`src/rtl/alu_op_dispatcher.sv`:
```
// Multicore ALU initiator: queues tagged requests, issues them one at a time
// to the registered ALU and returns tagged, error-checked responses.
module alu_op_dispatcher #(
  parameter int DEPTH = 4,
  parameter int TAG_W = 4
) (
  input  logic                     clk,
  input  logic                     rst,
  input  logic                     req_valid,
  output logic                     req_ready,
  input  logic [7:0]               req_A,
  input  logic [7:0]               req_B,
  input  logic [3:0]               req_opcode,
  input  logic [TAG_W-1:0]         req_tag,
  output logic [7:0]               alu_A,
  output logic [7:0]               alu_B,
  output logic [3:0]               alu_opcode,
  input  logic [15:0]              alu_result,
  input  logic [1:0]               alu_coreFlag,
  output logic                     rsp_valid,
  input  logic                     rsp_ready,
  output logic [15:0]              rsp_result,
  output logic [TAG_W-1:0]         rsp_tag,
  output logic                     rsp_err,
  output logic                     busy,
  output logic [$clog2(DEPTH):0]   fifo_count
);

  localparam int AW = $clog2(DEPTH);
  localparam logic [AW:0] FULL_CNT = (AW+1)'(DEPTH);

  typedef struct packed {
    logic [7:0]       a;
    logic [7:0]       b;
    logic [3:0]       op;
    logic [TAG_W-1:0] tag;
  } req_t;

  typedef enum logic [1:0] {IDLE, ISSUE, WAIT, RESP} state_t;

  req_t             mem [DEPTH];
  req_t             head;
  logic [AW-1:0]    wr_ptr, rd_ptr;
  logic             full, empty, push, pop;
  logic [TAG_W-1:0] op_tag;
  state_t           state;

  assign full      = (fifo_count == FULL_CNT);
  assign empty     = (fifo_count == '0);
  assign req_ready = !rst && !full;
  assign push      = req_valid && req_ready;
  // Pop only from registered occupancy, so a fresh push is never bypassed.
  assign pop       = !empty && ((state == IDLE) || (state == RESP && rsp_ready));
  assign head      = mem[rd_ptr];
  assign busy      = (state != IDLE) || !empty;

  always_ff @(posedge clk) begin
    if (push) mem[wr_ptr] <= '{a: req_A, b: req_B, op: req_opcode, tag: req_tag};
  end

  always_ff @(posedge clk) begin
    if (rst) begin
      wr_ptr     <= '0;
      rd_ptr     <= '0;
      fifo_count <= '0;
    end else begin
      if (push) wr_ptr <= wr_ptr + 1'b1;
      if (pop)  rd_ptr <= rd_ptr + 1'b1;
      case ({push, pop})
        2'b10:   fifo_count <= fifo_count + 1'b1;
        2'b01:   fifo_count <= fifo_count - 1'b1;
        default: fifo_count <= fifo_count;
      endcase
    end
  end

  // alu_opcode doubles as the opcode shadow: it is held until the next load.
  always_ff @(posedge clk) begin
    if (rst) begin
      state      <= IDLE;
      alu_A      <= '0;
      alu_B      <= '0;
      alu_opcode <= '0;
      op_tag     <= '0;
      rsp_valid  <= 1'b0;
      rsp_result <= '0;
      rsp_tag    <= '0;
      rsp_err    <= 1'b0;
    end else begin
      case (state)
        IDLE: begin
          if (pop) begin
            alu_A      <= head.a;
            alu_B      <= head.b;
            alu_opcode <= head.op;
            op_tag     <= head.tag;
            state      <= ISSUE;
          end
        end
        ISSUE: state <= WAIT;
        WAIT: begin
          rsp_result <= alu_result;
          rsp_err    <= (alu_coreFlag != alu_opcode[3:2]) | (alu_opcode[1:0] == 2'b11);
          rsp_tag    <= op_tag;
          rsp_valid  <= 1'b1;
          state      <= RESP;
        end
        RESP: begin
          if (rsp_ready) begin
            rsp_valid <= 1'b0;
            if (pop) begin
              alu_A      <= head.a;
              alu_B      <= head.b;
              alu_opcode <= head.op;
              op_tag     <= head.tag;
              state      <= ISSUE;
            end else begin
              state <= IDLE;
            end
          end
        end
        default: state <= IDLE;
      endcase
    end
  end

endmodule

```
`config.mk`:
```
export PLATFORM = sky130hd
export DESIGN_NAME = alu_op_dispatcher
export DESIGN_NICKNAME = d
export VERILOG_FILES = /design/src/rtl/alu_op_dispatcher.sv
export SDC_FILE = /design/constraint.sdc
export NUM_CORES = 1
export LEC_CHECK = 0
export ABC_CLOCK_PERIOD_IN_PS = 2650
export CORE_ASPECT_RATIO = 1.1
export CORE_MARGIN = 10
export CORE_UTILIZATION = 35
export CTS_CLUSTER_SIZE = 8
export DETAILED_ROUTE_END_ITERATION = 8
export PLACE_DENSITY_LB_ADDON = 0.15
export SLEW_MARGIN = 10
export SYNTH_ARGS = -nofsm -noshare
export SYNTH_HDL_FRONTEND = slang
export SYNTH_SLANG_ARGS = --single-unit
```
`constraint.sdc`:
```
create_clock -name clk -period 2.65 [get_ports clk]
set_clock_uncertainty 0.1 [all_clocks]
set_input_delay 0.53 -clock clk [delete_from_list [all_inputs] [get_ports clk]]
set_output_delay 0.53 -clock clk [all_outputs]
set_load 0.01 [all_outputs]
```
==> results.sh, run 1 <==
export IMPL_synth_area_mm2=0.005816
export IMPL_ys_ff_latch=153
export IMPL_via_count=3423
export IMPL_ios=93
export IMPL_wl_um=12520
export IMPL_finalHoldViolCount=0
export IMPL_grt_first_pass_wirelength_um=19500
export IMPL_powerDensity_mw_per_mm2=1036
export IMPL_cts_buffers=17
export IMPL_ys_async_sr_fraction_pct=0
export IMPL_drt_pass1_iterations=4
export IMPL_syn_inst=383
export IMPL_yosys_warnings=0
export IMPL_power_leakage_nw=2.534
export IMPL_grt_use_total_pct=11.57
export IMPL_rsz0062_at_grt="false"
export IMPL_irDropWorstVdd_v=0.0004725
export IMPL_antenna_found_initial=0
export IMPL_die_width_um=142.9
export IMPL_synthFlopType="edfxtp_1"
export IMPL_rows=49
export IMPL_path_clk_slew_ps=60
export IMPL_wl_per_cell_um=17.81
export IMPL_post_route_period_util_pct=92.85
export IMPL_grt_util_met1_pct=13.97
export IMPL_worstHoldStart="op_tag[2]"
export IMPL_first_iter_violations=211
export IMPL_drc_errors=0
export IMPL_fillers=1446
export IMPL_holdPathEnd="op_tag[2]"
export IMPL_worst_slew_pin_slew_ps=601.7
export IMPL_start_util_pct=35.66
export IMPL_relSlewSlack_pct=59.89
export IMPL_cts_tree="yes"
export IMPL_synth_edf_count=96
export IMPL_hpwl_um=8215
export IMPL_layout_setup_ws_ps=189.5
export IMPL_die_area_mm2=0.02218
export IMPL_use_met2_pct=18.46
export IMPL_cp_arrival_ps=1830
export IMPL_die_h_um=155.2
export IMPL_path_max_fanout=4
export IMPL_rr_startpoint="fifo_count[0]"
export IMPL_place_gp_congestion=0.7313
export IMPL_place_inst=671
export IMPL_final_nets=542
export IMPL_grt_overflow_total=0
export IMPL_maxCapViolations=0
export IMPL_syn2layout_area_growth_pct=31.52
export IMPL_max_freq_mhz=406.4
export IMPL_cp_data_required_time_ps=2020
export IMPL_grt_most_used_layer="met2"
export IMPL_antenna_cells=0
export IMPL_min_delay_path_class="register to register"
export IMPL_period_minus_slack_ps=2460
export IMPL_multi_input_area_mm2=0.001660
export IMPL_root_buffer="clkbuf_16"
export IMPL_use_met3_pct=3.258
export IMPL_grt_pass1_vias=3544
export IMPL_crit_type="register to output port"
export IMPL_portBuffers=92
export IMPL_reg2regPathDepth=8
export IMPL_place_ws_ps=-58.49
export IMPL_synth_fp_nets=439
export IMPL_r2r_slack_ps=320
export IMPL_regArea_mm2=0.004025
export IMPL_ys_seq_area_share_pct=69.19
export IMPL_grt_max_degree=57
export IMPL_synth_cell_type_count=32
export IMPL_holdPathStages=2
export IMPL_viasPerCell=4.869
export IMPL_finalSetupViolations=0
export IMPL_cts_sinks=153
export IMPL_fin_cells=703
export IMPL_core_area_mm2=0.01631
export IMPL_r2r_end="fifo_count[2]"
export IMPL_clock_latency_ps=410
export IMPL_clock_path_buffers=2
export IMPL_start_kind="register"
export IMPL_ant_nets=0
export IMPL_hold_buffers=0
export IMPL_post_cts_setup_buffers=0
export IMPL_maxSlewViolCount=0
export IMPL_outcome="finished clean"
export IMPL_cp_end_kind="output port"
export IMPL_avgSynthCellArea_um2=15.18
export IMPL_htree_num_levels=4
export IMPL_drive_above_1_share_pct=15.03
## flip-flops by register name (all words and copies together) (netlist names), named ones only
signal and cells:
mem 96, wr_ptr 2, fifo_count 3, rsp_tag 4
rsp_result 16, alu_B 8, alu_A 8, alu_opcode 4
rsp_valid 1, op_tag 4, state 2, rd_ptr 2
rsp_err 1
## metal layers
metal / part of all wire [%] / routed length [µm]
met4: 1.9 / 235
met5: 0 / 0
met1: 45 / 5620
met2: 47 / 5929
met3: 5.8 / 731
## critical path, stage by stage (launching register included)
cell,delay (ps)
dfxtp_1,330
inv_1,120
ha_1,240
nor4b_2,220
buf_4,170
inv_1,60
dlygate4sd2_1,280
## area by class of cell
class / count / area share [%]
well taps: 204 / 3.337
inverters: 8 / 0.3926
multi-input cells: 197 / 21.71
repair buffers: 109 / 14.77
flip-flops and latches: 153 / 52.63
clock inverters: 9 / 1.309
clock buffers: 23 / 5.856
## power by group
group / switching [W] / leakage (nW) / internal, W / total (W)
clock: 0.000869 / 0.266 / 0.00138 / 0.00225
combinational: 0.00135 / 0.931 / 0.00124 / 0.00258
sequential: 0.000196 / 1.34 / 0.00290 / 0.00310
total: 0.00241 / 2.53 / 0.00551 / 0.00792
## cells in the final DEF, fill, tap and decap left out, types with 2 or more instances in the layout
cell type,instances
dfxtp_1,56
clkbuf_1,6
nor2b_1,2
xnor2_1,2
clkbuf_16,17
nand2b_1,2
clkinv_2,4
mux4_2,24
ha_1,9
nor2_1,28
and2_1,4
edfxtp_1,96
xor2_1,2
inv_1,8
nand3_1,24
o21ai_0,27
or3_1,4
mux2i_1,22
buf_4,10
clkdlybuf4s50_1,90
buf_12,7
bufinv_16,2
mux2_2,2
a21oi_1,33
## through the flow
step                      util, %  instance area (µm²)  total power [W]  TNS [ps]  hold slack, ps
final                       46.90                 7649         0.007923         0           372.5
after global routing        46.90                 7649         0.008406         0           392.4
after CTS                   46.86                 7642         0.008050         0           373.5
after detailed placement    43.51                 7096         0.005789    -58.49           366.0
after global placement      43.51                 7096         0.005752    -11.80           364.3
after floorplan                 -                 5816         0.004639         0           352.9
## what timing repair did
item,4_1_cts,5_1_grt
pin swaps,0,0
cloned,0,0
gates resized for setup,1,1
endpoints found under the hold margin,0,0
setup endpoints to repair,1,1
## synth_stat cells (6+ instances only)
| cell | instances | share of area [%] |
|---|---|---|
| edfxtp_1 | 96 | 50 |
| inv_1 | 8 | 0.52 |
| o21ai_0 | 27 | 2.3 |
| dfxtp_1 | 57 | 20 |
| buf_1 | 6 | 0.39 |
| a21oi_1 | 33 | 2.8 |
| buf_2 | 9 | 0.77 |
| ha_1 | 9 | 1.9 |
| mux4_2 | 24 | 9.3 |
| mux2i_1 | 23 | 4.0 |
| nand3_1 | 24 | 2.1 |
| clkbuf_1 | 7 | 0.45 |
| nor2_1 | 28 | 1.8 |
## worst max path at each step
stage	cells after the start	end	from	slack, ps
floorplan	8	fifo_count[2]	fifo_count[0]	280
global placement	9	fifo_count[2]	req_valid	-10
detailed placement	9	fifo_count[2]	req_valid	-60
CTS	6	busy	state[0]	130
global route	6	busy	state[0]	60
finish	6	busy	state[0]	190
## cells by family (layout without fill, tap and decap cells)
group | after synthesis | after routing | share of synthesized area (%)
AO/OA/AOI/OAI | 65 | 65 | 6.046
buffers and inverters | 33 | 149 | 2.517
multiplexers | 49 | 49 | 13.64
adder cells (fa/ha/maj) | 10 | 10 | 2.281
AND/OR/NAND/NOR | 69 | 69 | 5.723
flip-flops | 153 | 153 | 69.19
XOR/XNOR | 4 | 4 | 0.6025
Power figures use the tool's default switching activity.
==> run 2: changes to the inputs <==
--- a/config.mk
+++ b/config.mk
@@ -11,8 +11,9 @@
 export CORE_UTILIZATION = 35
 export CTS_CLUSTER_SIZE = 8
 export DETAILED_ROUTE_END_ITERATION = 8
+export HOLD_SLACK_MARGIN = 0.12
 export PLACE_DENSITY_LB_ADDON = 0.15
-export SLEW_MARGIN = 10
+export SLEW_MARGIN = 0
 export SYNTH_ARGS = -nofsm -noshare
 export SYNTH_HDL_FRONTEND = slang
 export SYNTH_SLANG_ARGS = --single-unit
==> results of run 2 <==
Final layout, timing and power as in run 1 (identical DEF).
